--- config.mk ---
export PLATFORM = sky130hd
export DESIGN_NAME = game_sequencer
export DESIGN_NICKNAME = d
export VERILOG_FILES = /design/src/rtl/game_pkg.sv /design/src/rtl/bump_arbiter.sv /design/src/rtl/game_sequencer.sv
export SDC_FILE = /design/constraint.sdc
export NUM_CORES = 1
export LEC_CHECK = 0
export ABC_AREA = 1
export ABC_CLOCK_PERIOD_IN_PS = 10800
export CELL_PAD_IN_SITES_DETAIL_PLACEMENT = 0
export CELL_PAD_IN_SITES_GLOBAL_PLACEMENT = 1
export CORE_ASPECT_RATIO = 1.2
export CORE_MARGIN = 1
export CORE_UTILIZATION = 34
export CTS_BUF_LIST = sky130_fd_sc_hd__clkbuf_8
export DETAILED_ROUTE_END_ITERATION = 10
export GPL_TIMING_DRIVEN = 0
export HOLD_SLACK_MARGIN = 0.12
export PLACE_DENSITY_LB_ADDON = 0.1
export SYNTH_ARGS = -nofsm -noshare
export SYNTH_HDL_FRONTEND = slang
export SYNTH_SLANG_ARGS = --single-unit
--- constraint.sdc ---
create_clock -name clk_22 -period 10.8 [get_ports clk_22]
set_input_delay 1.08 -clock clk_22 [delete_from_list [all_inputs] [get_ports clk_22]]
set_output_delay 1.08 -clock clk_22 [all_outputs]
set_load 0.01 [all_outputs]
--- src/rtl/game_pkg.sv ---
// game_pkg: screen state codes, bump codes, per-type score values and the
// platform type-priority rank. Shared by the play controller, the doodle
// mover and the VGA renderer so every block decodes the same encodings.
package game_pkg;

  // Screen FSM codes; 5..7 are never produced and recover to WAIT.
  typedef enum logic [2:0] {
    ST_WAIT = 3'd0,
    ST_INFO = 3'd1,
    ST_GAME = 3'd2,
    ST_WIN  = 3'd3,
    ST_LOSE = 3'd4
  } state_e;

  // Bump codes handed to the doodle mover; also the platform type encoding.
  typedef enum logic [2:0] {
    BUMP_NOTHING = 3'd0,
    BUMP_GREEN   = 3'd1,
    BUMP_BLUE    = 3'd2,
    BUMP_ORANGE  = 3'd3,
    BUMP_YELLOW  = 3'd4
  } bump_e;

  // Cycles after a bump during which further bumps are masked
  // (only used when HIT_LOCKOUT_EN is defined).
  localparam logic [3:0]  LOCKOUT   = 4'd6;
  localparam logic [13:0] SCORE_MAX = 14'h3FFF;

  // Higher rank wins arbitration: YELLOW > BLUE > ORANGE > GREEN.
  // Unknown codes (0, 5..7) rank 0 so they never produce a bump.
  function automatic logic [2:0] bump_rank(input logic [2:0] t);
    case (t)
      3'd4:    bump_rank = 3'd4;
      3'd2:    bump_rank = 3'd3;
      3'd3:    bump_rank = 3'd2;
      3'd1:    bump_rank = 3'd1;
      default: bump_rank = 3'd0;
    endcase
  endfunction

  // Points awarded for an issued bump.
  function automatic logic [1:0] bump_points(input logic [2:0] b);
    case (b)
      3'd1:    bump_points = 2'd1;
      3'd2:    bump_points = 2'd3;
      3'd3:    bump_points = 2'd2;
      3'd4:    bump_points = 2'd1;
      default: bump_points = 2'd0;
    endcase
  endfunction

endpackage

--- src/rtl/bump_arbiter.sv ---
// bump_arbiter: purely combinational priority select over the platform
// collision requesters. The highest-ranked type wins; among equal types the
// lowest platform index wins. The sequencer registers the result.
module bump_arbiter
  import game_pkg::*;
#(
  parameter int N_PLAT = 8
) (
  input  logic [N_PLAT-1:0]   plat_hit_i,
  input  logic [3*N_PLAT-1:0] plat_type_i,
  output logic                valid_o,
  output logic [2:0]          type_o
);

  logic [N_PLAT-1:0][2:0] rank_w;
  logic [2:0]             best_rank;

  // Per-platform rank; a platform not being touched ranks 0.
  for (genvar g = 0; g < N_PLAT; g++) begin : g_rank
    assign rank_w[g] = plat_hit_i[g] ? bump_rank(plat_type_i[3*g +: 3]) : 3'd0;
  end

  // Scan upward with a strict compare so the lowest index keeps a tie.
  always_comb begin
    best_rank = 3'd0;
    type_o    = BUMP_NOTHING;
    for (int i = 0; i < N_PLAT; i++) begin
      if (rank_w[i] > best_rank) begin
        best_rank = rank_w[i];
        type_o    = plat_type_i[3*i +: 3];
      end
    end
  end

  assign valid_o = (best_rank != 3'd0);

endmodule

--- src/rtl/game_sequencer.sv ---
// game_sequencer: play controller for the doodle datapath. Runs the screen
// FSM, turns platform collisions into a one-cycle registered bump code for
// the mover, keeps a saturating score and detects win/lose.
// Optional feature: define HIT_LOCKOUT_EN to mask new bumps for LOCKOUT
// cycles after each issued bump.
module game_sequencer
  import game_pkg::*;
#(
  parameter int          N_PLAT    = 8,
  parameter logic [9:0]  BOTTOM_Y  = 10'd440,
  parameter logic [13:0] WIN_SCORE = 14'd500
) (
  input  logic                clk_22,
  input  logic                rst,
  input  logic                key_start,
  input  logic                key_info,
  input  logic [N_PLAT-1:0]   plat_hit,
  input  logic [3*N_PLAT-1:0] plat_type,
  input  logic [9:0]          doodle_y,
  input  logic                fly,
  input  logic                invincible,
  input  logic                monster_hit,
  output logic [2:0]          state,
  output logic [2:0]          bump,
  output logic [13:0]         score
);

  state_e      state_q, state_d;
  logic [2:0]  bump_q, bump_d;
  logic [13:0] score_q, score_d;
  logic [14:0] score_sum;
  logic        lose;
  logic        locked;
  logic        arb_en;
  logic        arb_valid;
  logic [2:0]  arb_type;

  bump_arbiter #(.N_PLAT(N_PLAT)) u_arb (
    .plat_hit_i  (plat_hit),
    .plat_type_i (plat_type),
    .valid_o     (arb_valid),
    .type_o      (arb_type)
  );

  // A falling doodle below the floor, or an unshielded monster touch, ends the game.
  assign lose = (!fly && (doodle_y >= BOTTOM_Y)) || (monster_hit && !invincible);

  // Screen FSM next state; lose takes precedence over win.
  always_comb begin
    state_d = state_q;
    case (state_q)
      ST_WAIT: begin
        if (key_start)     state_d = ST_GAME;
        else if (key_info) state_d = ST_INFO;
      end
      ST_INFO: begin
        if (key_start || key_info) state_d = ST_WAIT;
      end
      ST_GAME: begin
        if (lose)                      state_d = ST_LOSE;
        else if (score_q >= WIN_SCORE) state_d = ST_WIN;
      end
      ST_WIN, ST_LOSE: begin
        if (key_start) state_d = ST_WAIT;
      end
      default: state_d = ST_WAIT;
    endcase
  end

  // Bumps only while staying in GAME, only when falling, only when not masked.
  always_comb begin
    arb_en = (state_q == ST_GAME) && (state_d == ST_GAME) && !fly && !locked;
    bump_d = (arb_en && arb_valid) ? arb_type : BUMP_NOTHING;
  end

  // Score follows the bump being registered on the same edge, so it updates
  // together with the bump output; starting a game clears it.
  always_comb begin
    score_sum = {1'b0, score_q} + {13'd0, bump_points(bump_d)};
    if ((state_q == ST_WAIT) && key_start)
      score_d = 14'd0;
    else if (score_sum > {1'b0, SCORE_MAX})
      score_d = SCORE_MAX;
    else
      score_d = score_sum[13:0];
  end

`ifdef HIT_LOCKOUT_EN
  logic [3:0] lock_q, lock_d;

  assign locked = (lock_q != 4'd0);

  // Lockout counter: reload on each issued bump, drain to 0, idle outside GAME.
  always_comb begin
    lock_d = lock_q;
    if (state_q != ST_GAME)         lock_d = 4'd0;
    else if (bump_d != BUMP_NOTHING) lock_d = LOCKOUT;
    else if (lock_q != 4'd0)        lock_d = lock_q - 4'd1;
  end

  // Lockout counter register.
  always_ff @(posedge clk_22) begin
    if (rst) lock_q <= 4'd0;
    else     lock_q <= lock_d;
  end
`else
  assign locked = 1'b0;
`endif

  // State, bump and score registers with synchronous reset.
  always_ff @(posedge clk_22) begin
    if (rst) begin
      state_q <= ST_WAIT;
      bump_q  <= BUMP_NOTHING;
      score_q <= 14'd0;
    end else begin
      state_q <= state_d;
      bump_q  <= bump_d;
      score_q <= score_d;
    end
  end

  assign state = state_q;
  assign bump  = bump_q;
  assign score = score_q;

endmodule
==> impl_metrics.csv, run 1 <==
group,metric,value,unit
setup_path,regToRegSetupSlack,7.61,ns
setup_path,slowest_stage,"clkdlybuf4s50_1",
synthesis,synth_top_family_by_area,"simple AND/OR/NAND/NOR gates",
cts,clock_latency,0.26,ns
synthesis,yosys-top-cells-area,"dfxtp_1, nand2_1, ha_1",
synthesis,syn_area,2460,um2
finish,num_antenna_cells,0,
drt,drt-vias-per-instance,4.67,
grt,grt_pass1_wl,9980,um
timing,worst_slew_pin_slew,0.461,ns
cts,clock-sinks,20,
timing,finalMaxSlewViolations,0,
power,power.density,269,nW/um2
setup_path,endpoint_kind,"flip-flop",
finish,layoutNonFillerInstCount,561,
grt,grt_usage,16.0,%
setup_path,required,10.99,ns
cts,htreeDepth,1,
min_path,min_to,"score[13]",
setup_path,cp_max_fo,10,
floorplan,io-pin-count,69,
floorplan,design.core.area,6900,um2
timing,max_slew_margin,69.2,%
timing,tns,0,ns
drt,dr.pass1.iters,4,
cts,cts_made_buffers,3,
timing,setup_viol,0,
synthesis,synthXorXnorAreaFrac,3.92,%
finish,fill_cells,714,
floorplan,start_util,35.6,%
flow_run,drv_cap,0,
setup_path,r2r_start,"score[12]",
synthesis,synthTopCellsByCount,"nand2_1, inv_1, nand3_1, nor2_1, ha_1",
min_path,hp-start,"score[13]",
timing,finClkSkew,0.00569,ns
synthesis,synth_largest_area_cell,"dfxtp_1",
synthesis,async_flop_share,0,%
synthesis,synth_compound_gate_area_share,11.3,%
synthesis,synth_top_cell_area_share,16.3,%
drt,drt_iter0_drc,85,
grt,grt_overflow,0,
synthesis,ys.flop_type,"dfxtp_1",
place,port_buffers,65,
run_status,outcome,"completed",
setup_path,crit_top_cell,"nand2_1",
timing,hold-worst-slack,0.614,ns
drt,wl_per_cell,10.5,um
synthesis,synth-seq-cells,20,
floorplan,fp.dieW,79.6,um
cts,root_buffer,"clkbuf_8",
setup_path,criticalPathCategory,"input pin to flip-flop",
timing,max_freq,100,MHz
synthesis,synth.distinct_cells,36,
grt,grt_max_degree,12,
power,p_leak,0.00162,uW
finish,finalNetCount,548,
floorplan,fp-row-count,33,
synthesis,synthSimpleGateAreaFrac,45.1,%
setup_path,crit_path_start_kind,"input pin",
synthesis,synth-edff-count,0,
timing,hold_violations,0,
setup_path,reg2reg_depth,19,
timing,worst_slack,0.826,ns
synthesis,synthMuxAreaShare,0,%
synthesis,synthCells,401,
place,place.gp.congestion,0.759,
drt,antenna_left,0,
synthesis,synth.most_common_cell,"nand2_1",
drt,drt_wl_total,5890,um
grt,antenna_found_initial,0,
place,placed_cells,553,
power,vdd_ir_drop_max,0.183,mV
grt,grt_pass1_vias,2433,
synthesis,synth_nets,474,
place,post-place-ws,-0.300,ns
place,dpl.hpwl,4960,um
floorplan,die_h,95.1,um
setup_path,r2r-end,"score[12]",
min_path,hold_depth,2,
setup_path,arrival,10.16,ns
setup_path,max_stage_delay,0.48,ns
floorplan,die_area,7570,um2
synthesis,yosysSeqAreaShare,16.3,%
cts,clock_path_buffers,2,
finish,layout-drive-gt1-share,14.6,%
min_path,hold_class,"flip-flop to flip-flop",
timing,fin_crit_sh,92.4,%
cts,path_clk_slew,0.07,ns
synthesis,synth.avg_cell_area,6.13,um2
cts,cts_tree,"done",
drt,drc,0,
timing,timing.final.crit_period,9.97,ns
synthesis,ys_warn_count,0,
drt,vias,2618,
synthesis,synth_adder_area_share,12.5,%
cts,cts_hold_buf,0,
finish,area_growth,37.3,%
finish,post-route-util,48.9,%
[per-stage QoR]
step / total power [uW] / cell area (um2)
finish: 908 / 3370
global route: 1040 / 3370
CTS: 862 / 3280
detailed placement: 791 / 3220
global placement: 783 / 3220
floorplan: 646 / 2460
[power breakdown]
| part | total, uW | internal [uW] | switching, uW |
|---|---|---|---|
| Combinational | 773 | 285 | 489 |
| Sequential | 79.0 | 77.0 | 2.09 |
| Clock | 55.9 | 32.4 | 23.5 |
[registers in the layout, summed over array words and instances, names as in the netlist]
register  cells
bump          3
score        14
state         3
[layer usage]
layer	track usage, %	wire, um	part of all wire [%]
met1	19.5	2690	46
met2	30.3	2930	50
met3	1.15	241	4.1
met4	3.33	25	0.42
met5	0	0	0
[placed cells by master (no fill, tap or decap), drive strengths merged, types with 5 or more instances in the layout]
master	count
nor2	40
inv	68
or2	8
buf	5
nand2	111
clkdlybuf4s50	64
ha	23
and2	6
a21oi	23
clkbuf	5
xor2	7
o21ai	16
nor3	6
dfxtp	20
nand4	5
nand3	46
[how the worst max path moves through the flow]
stage	startpoint	endpoint	slack [ns]	depth (start not counted)
2_1_floorplan	plat_hit[0]	score[12]	1.39	71
3_5_place_dp	plat_type[4]	score[12]	-0.30	70
4_1_cts	plat_type[4]	score[12]	0.04	70
6_report	plat_hit[0]	score[12]	0.83	71
5_1_grt	plat_hit[0]	score[12]	-0.03	69
3_3_place_gp	plat_type[4]	score[12]	-0.16	70
[worst max-delay path: cells and delay by family]
family / cells / cell delay (ns)
and+or+nand+nor: 41 / 3.93
adders and majority gates: 9 / 2.48
buffers and inverters: 12 / 1.41
AOI/OAI and AO/OA: 9 / 1.22
[cell families (layout without fill, tap and decap cells)]
family,count (synthesis),in the layout
xor+xnor,11,11
simple gates,227,227
fa+ha+maj,24,24
flops,20,20
compound gates,49,49
buf+inv,70,143
[cell type report]
type | count | area [um2] | share of cell area, %
multi-input combinational | 311 | 1850 | 54.9
timing repair buffer | 69 | 683 | 20.2
sequential | 20 | 400 | 11.9
inverter | 68 | 258 | 7.64
tap | 87 | 109 | 3.23
clock buffer | 4 | 55.1 | 1.63
buffer | 2 | 15.0 | 0.445
[what timing repair did]
action	4_1_cts	5_1_grt
hold endpoints to repair	0	0
gates resized for setup	1	24
endpoints found under the setup margin	10	14
cloned	0	0
pin swaps	0	3
buffers inserted	0	4
Power figures use the tool's default switching activity.
==> run 2, diff against run 1 <==
--- a/config.mk
+++ b/config.mk
@@ -17,6 +17,7 @@
 export GPL_TIMING_DRIVEN = 0
 export HOLD_SLACK_MARGIN = 0.12
 export PLACE_DENSITY_LB_ADDON = 0.1
+export SLEW_MARGIN = 30
 export SYNTH_ARGS = -nofsm -noshare
 export SYNTH_HDL_FRONTEND = slang
 export SYNTH_SLANG_ARGS = --single-unit
==> results of run 2 <==
The final DEF is identical to that of run 1; final timing and power are the same.
